## config.mk

```make
export PLATFORM = sky130hd
export DESIGN_NAME = axi_rd_arbiter
export DESIGN_NICKNAME = d
export VERILOG_FILES = /design/src/rtl/axi_rd_arbiter.sv
export SDC_FILE = /design/constraint.sdc
export NUM_CORES = 1
export LEC_CHECK = 0
export CORE_ASPECT_RATIO = 0.75
export CORE_MARGIN = 3
export CORE_UTILIZATION = 36
export DETAILED_ROUTE_END_ITERATION = 10
export HOLD_SLACK_MARGIN = 0.05
export PLACE_DENSITY = 0.87
export SYNTH_ARGS = -nofsm -noshare
export SYNTH_HDL_FRONTEND = slang
export SYNTH_SLANG_ARGS = --single-unit
```

## constraint.sdc

```tcl
create_clock -name CLK -period 2.12 [get_ports CLK]
set_input_delay 0.212 -clock CLK [delete_from_list [all_inputs] [get_ports CLK]]
set_output_delay 0.212 -clock CLK [all_outputs]
set_load 0.05 [all_outputs]
```

## src/rtl/axi_rd_arbiter.sv

```systemverilog
// Two-requester AXI4 read arbiter: shares one read master between I-cache (S0) and D-cache (S1) refills.
// Define AXI_RD_ARB_RR_EN for round-robin arbitration; default is fixed priority S1 > S0.
module axi_rd_arbiter #(
    parameter int unsigned C_M_AXI_THREAD_ID_WIDTH = 1,
    parameter int unsigned C_M_AXI_ADDR_WIDTH      = 32,
    parameter int unsigned C_M_AXI_DATA_WIDTH      = 32
) (
    input  logic                               CLK,
    input  logic                               RST_N,
    // requester 0 (instruction fetch cache)
    input  logic [C_M_AXI_ADDR_WIDTH-1:0]      S0_ARADDR,
    input  logic [7:0]                         S0_ARLEN,
    input  logic                               S0_ARVALID,
    output logic                               S0_ARREADY,
    output logic [C_M_AXI_DATA_WIDTH-1:0]      S0_RDATA,
    output logic [1:0]                         S0_RRESP,
    output logic                               S0_RLAST,
    output logic                               S0_RVALID,
    input  logic                               S0_RREADY,
    // requester 1 (data load cache)
    input  logic [C_M_AXI_ADDR_WIDTH-1:0]      S1_ARADDR,
    input  logic [7:0]                         S1_ARLEN,
    input  logic                               S1_ARVALID,
    output logic                               S1_ARREADY,
    output logic [C_M_AXI_DATA_WIDTH-1:0]      S1_RDATA,
    output logic [1:0]                         S1_RRESP,
    output logic                               S1_RLAST,
    output logic                               S1_RVALID,
    input  logic                               S1_RREADY,
    // shared AXI4 read master
    output logic [C_M_AXI_THREAD_ID_WIDTH-1:0] M_AXI_ARID,
    output logic [C_M_AXI_ADDR_WIDTH-1:0]      M_AXI_ARADDR,
    output logic [7:0]                         M_AXI_ARLEN,
    output logic [2:0]                         M_AXI_ARSIZE,
    output logic [1:0]                         M_AXI_ARBURST,
    output logic                               M_AXI_ARLOCK,
    output logic [3:0]                         M_AXI_ARCACHE,
    output logic [2:0]                         M_AXI_ARPROT,
    output logic [3:0]                         M_AXI_ARQOS,
    output logic [3:0]                         M_AXI_ARUSER,
    output logic                               M_AXI_ARVALID,
    input  logic                               M_AXI_ARREADY,
    input  logic [C_M_AXI_THREAD_ID_WIDTH-1:0] M_AXI_RID,
    input  logic [C_M_AXI_DATA_WIDTH-1:0]      M_AXI_RDATA,
    input  logic [1:0]                         M_AXI_RRESP,
    input  logic                               M_AXI_RLAST,
    input  logic [3:0]                         M_AXI_RUSER,
    input  logic                               M_AXI_RVALID,
    output logic                               M_AXI_RREADY
);

    localparam int unsigned ID_W   = C_M_AXI_THREAD_ID_WIDTH;
    localparam int unsigned ADDR_W = C_M_AXI_ADDR_WIDTH;

    typedef enum logic [1:0] {
        IDLE = 2'd0,
        ADDR = 2'd1,
        DATA = 2'd2
    } state_t;

    state_t              state, state_nxt;
    logic                grant, grant_nxt;
    logic [7:0]          beat_cnt, beat_cnt_nxt;
    logic [ADDR_W-1:0]   araddr, araddr_nxt;
    logic [7:0]          arlen, arlen_nxt;
    logic                pick_s1;
    logic                own_rready;
    logic                last_beat;
    logic                unused;

`ifdef AXI_RD_ARB_RR_EN
    logic                last_grant, last_grant_nxt;

    // On a tie the requester that did not win last time is served.
    assign pick_s1 = S1_ARVALID && (!S0_ARVALID || !last_grant);
`else
    assign pick_s1 = S1_ARVALID;
`endif

    assign own_rready = grant ? S1_RREADY : S0_RREADY;
    // Beat counter closes the burst even if the interconnect never raises RLAST.
    assign last_beat  = M_AXI_RLAST || (beat_cnt == arlen);

    // Read data and response are broadcast; only RVALID/RLAST are steered.
    assign S0_RDATA = M_AXI_RDATA;
    assign S1_RDATA = M_AXI_RDATA;
    assign S0_RRESP = M_AXI_RRESP;
    assign S1_RRESP = M_AXI_RRESP;

    assign M_AXI_ARID    = ID_W'(grant);
    assign M_AXI_ARADDR  = araddr;
    assign M_AXI_ARLEN   = arlen;
    assign M_AXI_ARSIZE  = 3'b010;
    assign M_AXI_ARBURST = 2'b01;
    assign M_AXI_ARLOCK  = 1'b0;
    assign M_AXI_ARCACHE = 4'b0011;
    assign M_AXI_ARPROT  = 3'b000;
    assign M_AXI_ARQOS   = 4'b0000;
    assign M_AXI_ARUSER  = 4'b0000;

    assign unused = ^{M_AXI_RID, M_AXI_RUSER};

    always_ff @(posedge CLK) begin
        if (!RST_N) begin
            state    <= IDLE;
            grant    <= 1'b0;
            beat_cnt <= 8'd0;
            araddr   <= '0;
            arlen    <= 8'd0;
`ifdef AXI_RD_ARB_RR_EN
            last_grant <= 1'b0;
`endif
        end else begin
            state    <= state_nxt;
            grant    <= grant_nxt;
            beat_cnt <= beat_cnt_nxt;
            araddr   <= araddr_nxt;
            arlen    <= arlen_nxt;
`ifdef AXI_RD_ARB_RR_EN
            last_grant <= last_grant_nxt;
`endif
        end
    end

    always_comb begin
        state_nxt     = state;
        grant_nxt     = grant;
        beat_cnt_nxt  = beat_cnt;
        araddr_nxt    = araddr;
        arlen_nxt     = arlen;
`ifdef AXI_RD_ARB_RR_EN
        last_grant_nxt = last_grant;
`endif
        S0_ARREADY    = 1'b0;
        S1_ARREADY    = 1'b0;
        S0_RVALID     = 1'b0;
        S1_RVALID     = 1'b0;
        S0_RLAST      = 1'b0;
        S1_RLAST      = 1'b0;
        M_AXI_ARVALID = 1'b0;
        M_AXI_RREADY  = 1'b0;

        case (state)
            IDLE: begin
                // Accept is combinational, but never while reset is asserted.
                if (RST_N && (S0_ARVALID || S1_ARVALID)) begin
                    S1_ARREADY = pick_s1;
                    S0_ARREADY = !pick_s1;
                    grant_nxt  = pick_s1;
                    araddr_nxt = pick_s1 ? S1_ARADDR : S0_ARADDR;
                    arlen_nxt  = pick_s1 ? S1_ARLEN  : S0_ARLEN;
`ifdef AXI_RD_ARB_RR_EN
                    last_grant_nxt = pick_s1;
`endif
                    state_nxt  = ADDR;
                end
            end
            ADDR: begin
                M_AXI_ARVALID = 1'b1;
                if (M_AXI_ARREADY) begin
                    beat_cnt_nxt = 8'd0;
                    state_nxt    = DATA;
                end
            end
            DATA: begin
                M_AXI_RREADY = own_rready;
                if (grant) begin
                    S1_RVALID = M_AXI_RVALID;
                    S1_RLAST  = M_AXI_RVALID && last_beat;
                end else begin
                    S0_RVALID = M_AXI_RVALID;
                    S0_RLAST  = M_AXI_RVALID && last_beat;
                end
                if (M_AXI_RVALID && own_rready) begin
                    if (last_beat) begin
                        beat_cnt_nxt = 8'd0;
                        state_nxt    = IDLE;
                    end else begin
                        beat_cnt_nxt = beat_cnt + 8'd1;
                    end
                end
            end
            default: state_nxt = IDLE;
        endcase
    end

endmodule

```

==> reports/results.tsv <==
metric	value	unit
layout_commonest_cell	clkdlybuf4s50_1	
rsz0062_at_grt	no	
drive_gt1_share	9.44	%
layoutNonFillerInstCount	537	
num_rows	29	
tns	0	ps
root_buffer	clkbuf_16	
dp.cells	529	
cts_sinks	51	
fmax	0.493	GHz
die_area	0.0105	mm2
first_pass_iters	4	
htree_levels	2	
num_io_pins	266	
ant_nets	0	
clockBufferDepth	2	
overflow	0	
status	completed	
coreArea	0.00874	mm2
drv_slew	0	
grt_max_degree	45	
synth-seq-cells	51	
final_cell_mix	clkdlybuf4s50_1, dfxtp_1, nand2_1	
route.vias.total	2604	
fin_nets	541	
period_minus_slack	2030	ps
viasPerCell	4.85	
power.total	2900	uW
worst_ep_required_time	1910	ps
finalHoldViolCount	0	
slowest_stage	dfxtp_1	
arrival	1810	ps
drc	0	
post_drt_wl_per_cell	15.3	um
endpoint_kind	output port	
routed_wl	8220	um
cts_buffers	5	
leakagePower	0.00215	uW
synth-seq-area-share	30.6	%
grt_usage	15.6	%
worst-path-buf-inv	1	
grt_pass1_wl	12700	um
crit_path_cell_trace	xnor2_2, nand4_1, or2_1, and2_4, nor3_2, buf_12	
crit_fanout	5	
worstSetupPathType	flop to output port	
start_util	38.1	%
rr_startpoint	state[1]	
fin_crit_sh	95.6	%
fp.dieH	89.3	um
initialDrtViolationCount	58	
drv_cap	0	
cp-start-kind	flop	
ys_types	42	
clkLatencyLatePin	290	ps
ys_warn_count	0	
min-delay-start	RST_N	
syn_area_per_cell	9.50	um2
io_buffer_count	137	
clk_pin_slew	70	ps
setup_violations	0	
cp_top_family	simple AND/OR/NAND/NOR gates	
cts_tree	done	
worst_pin_slew	545	ps
vdd_ir_drop_max	352	uV
antenna_found_initial	0	
ys.flop_type	dfxtp_1	
cp-startpoint	M_AXI_ARLEN[4]	
synth_area	0.00333	mm2
synth-edff-count	0	
areaGrowthSynthToFinish	32.5	%
p_per_area	656	mW/mm2
max-slew-margin-rel	63.6	%
grt_pass1_vias	2614	
gp_congestion	0.784	
worstHoldPathType	primary input to flop	
diodes	0	
hold_ws	294	ps
finClkSkew	6.83	ps
synthArstFlopShare	0	%
synth_cells	351	
slowest_delay	410	ps
dp_hpwl	6570	um
die_w	117	um
[through the flow]
stage	cell area (um2)	util [%]	worst slack, ps
floorplan	3420	-	-91.0
global placement	4260	48.7	408
detailed placement	4260	48.7	357
CTS	4390	50.2	44.6
global route	4420	50.5	1.24
finish	4420	50.5	93.5
[final timing paths]
| kind | end | slack, ps | cells past startpoint |
|---|---|---|---|
| min | state[0] | 290 | 3 |
| min reg2reg | M_AXI_ARADDR[13] | 500 | 1 |
| max | S0_RLAST | 90 | 6 |
| max reg2reg | beat_cnt[5] | 460 | 5 |
[state kept, by name, indices dropped and copies added, names as in the netlist]
name          count
M_AXI_ARADDR     32
M_AXI_ARLEN       8
beat_cnt          8
state             2
M_AXI_ARID        1
[cells by family after synthesis]
family,share of synthesized area (%)
AOI/OAI and AO/OA,16.9
other,0.225
buffers and inverters,25.1
adders and majority gates,0.375
muxes,12.3
DFF,30.6
xor gates and xnor gates,2.10
and+or+nand+nor,12.4
[tightest hold or removal path: stages]
cell and delay (ps):
buf_2 130, nand2b_2 130, a211oi_1 60
[layout make-up]
class                      count  area (um2)
fill                         809        4330
multi-input combinational    210        1580
timing repair buffer         143        1520
sequential                    51        1030
tap                          124         155
clock buffer                   7         133
clock inverter                 1        5.00
inverter                       1        3.75
[report_power, final]
group | leakage [uW] | switching (uW) | internal [uW]
Clock | 0.0000679 | 346 | 437
Combinational | 0.00166 | 595 | 427
Sequential | 0.000421 | 56.2 | 1040
Total | 0.00215 | 997 | 1900
[what timing repair did]
action                     in CTS  in global routing
setup buffers                   0                  0
hold buffers                    0                  0
setup endpoints to repair       0                  2
gates resized for setup         0                  7
[synth_stat cells (all sizes together), types with 2 or more instances]
cell	count	area share, %
o211a	40	12
nand4	4	0.75
o21ai	5	0.75
xnor2	8	2.1
a32o	2	0.60
a31oi	2	0.83
nand2	42	4.8
clkbuf	3	0.34
conb	2	0.23
and2	3	0.64
and3	6	1.1
nor2b	9	1.8
nor3	3	0.79
nor2	6	0.90
a22o	5	1.3
buf	105	25
mux2i	40	12
dfxtp	51	31
[layer usage]
metal	vias to the layer above	GRT usage [%]	wire length [um]
met4	0	4.48	119
met2	157	28.2	3980
met3	11	7.37	1030
li1	1239	-	-
met1	1197	16.4	3090
met5	-	0	0
No activity file was read; power rests on OpenSTA's default activity.
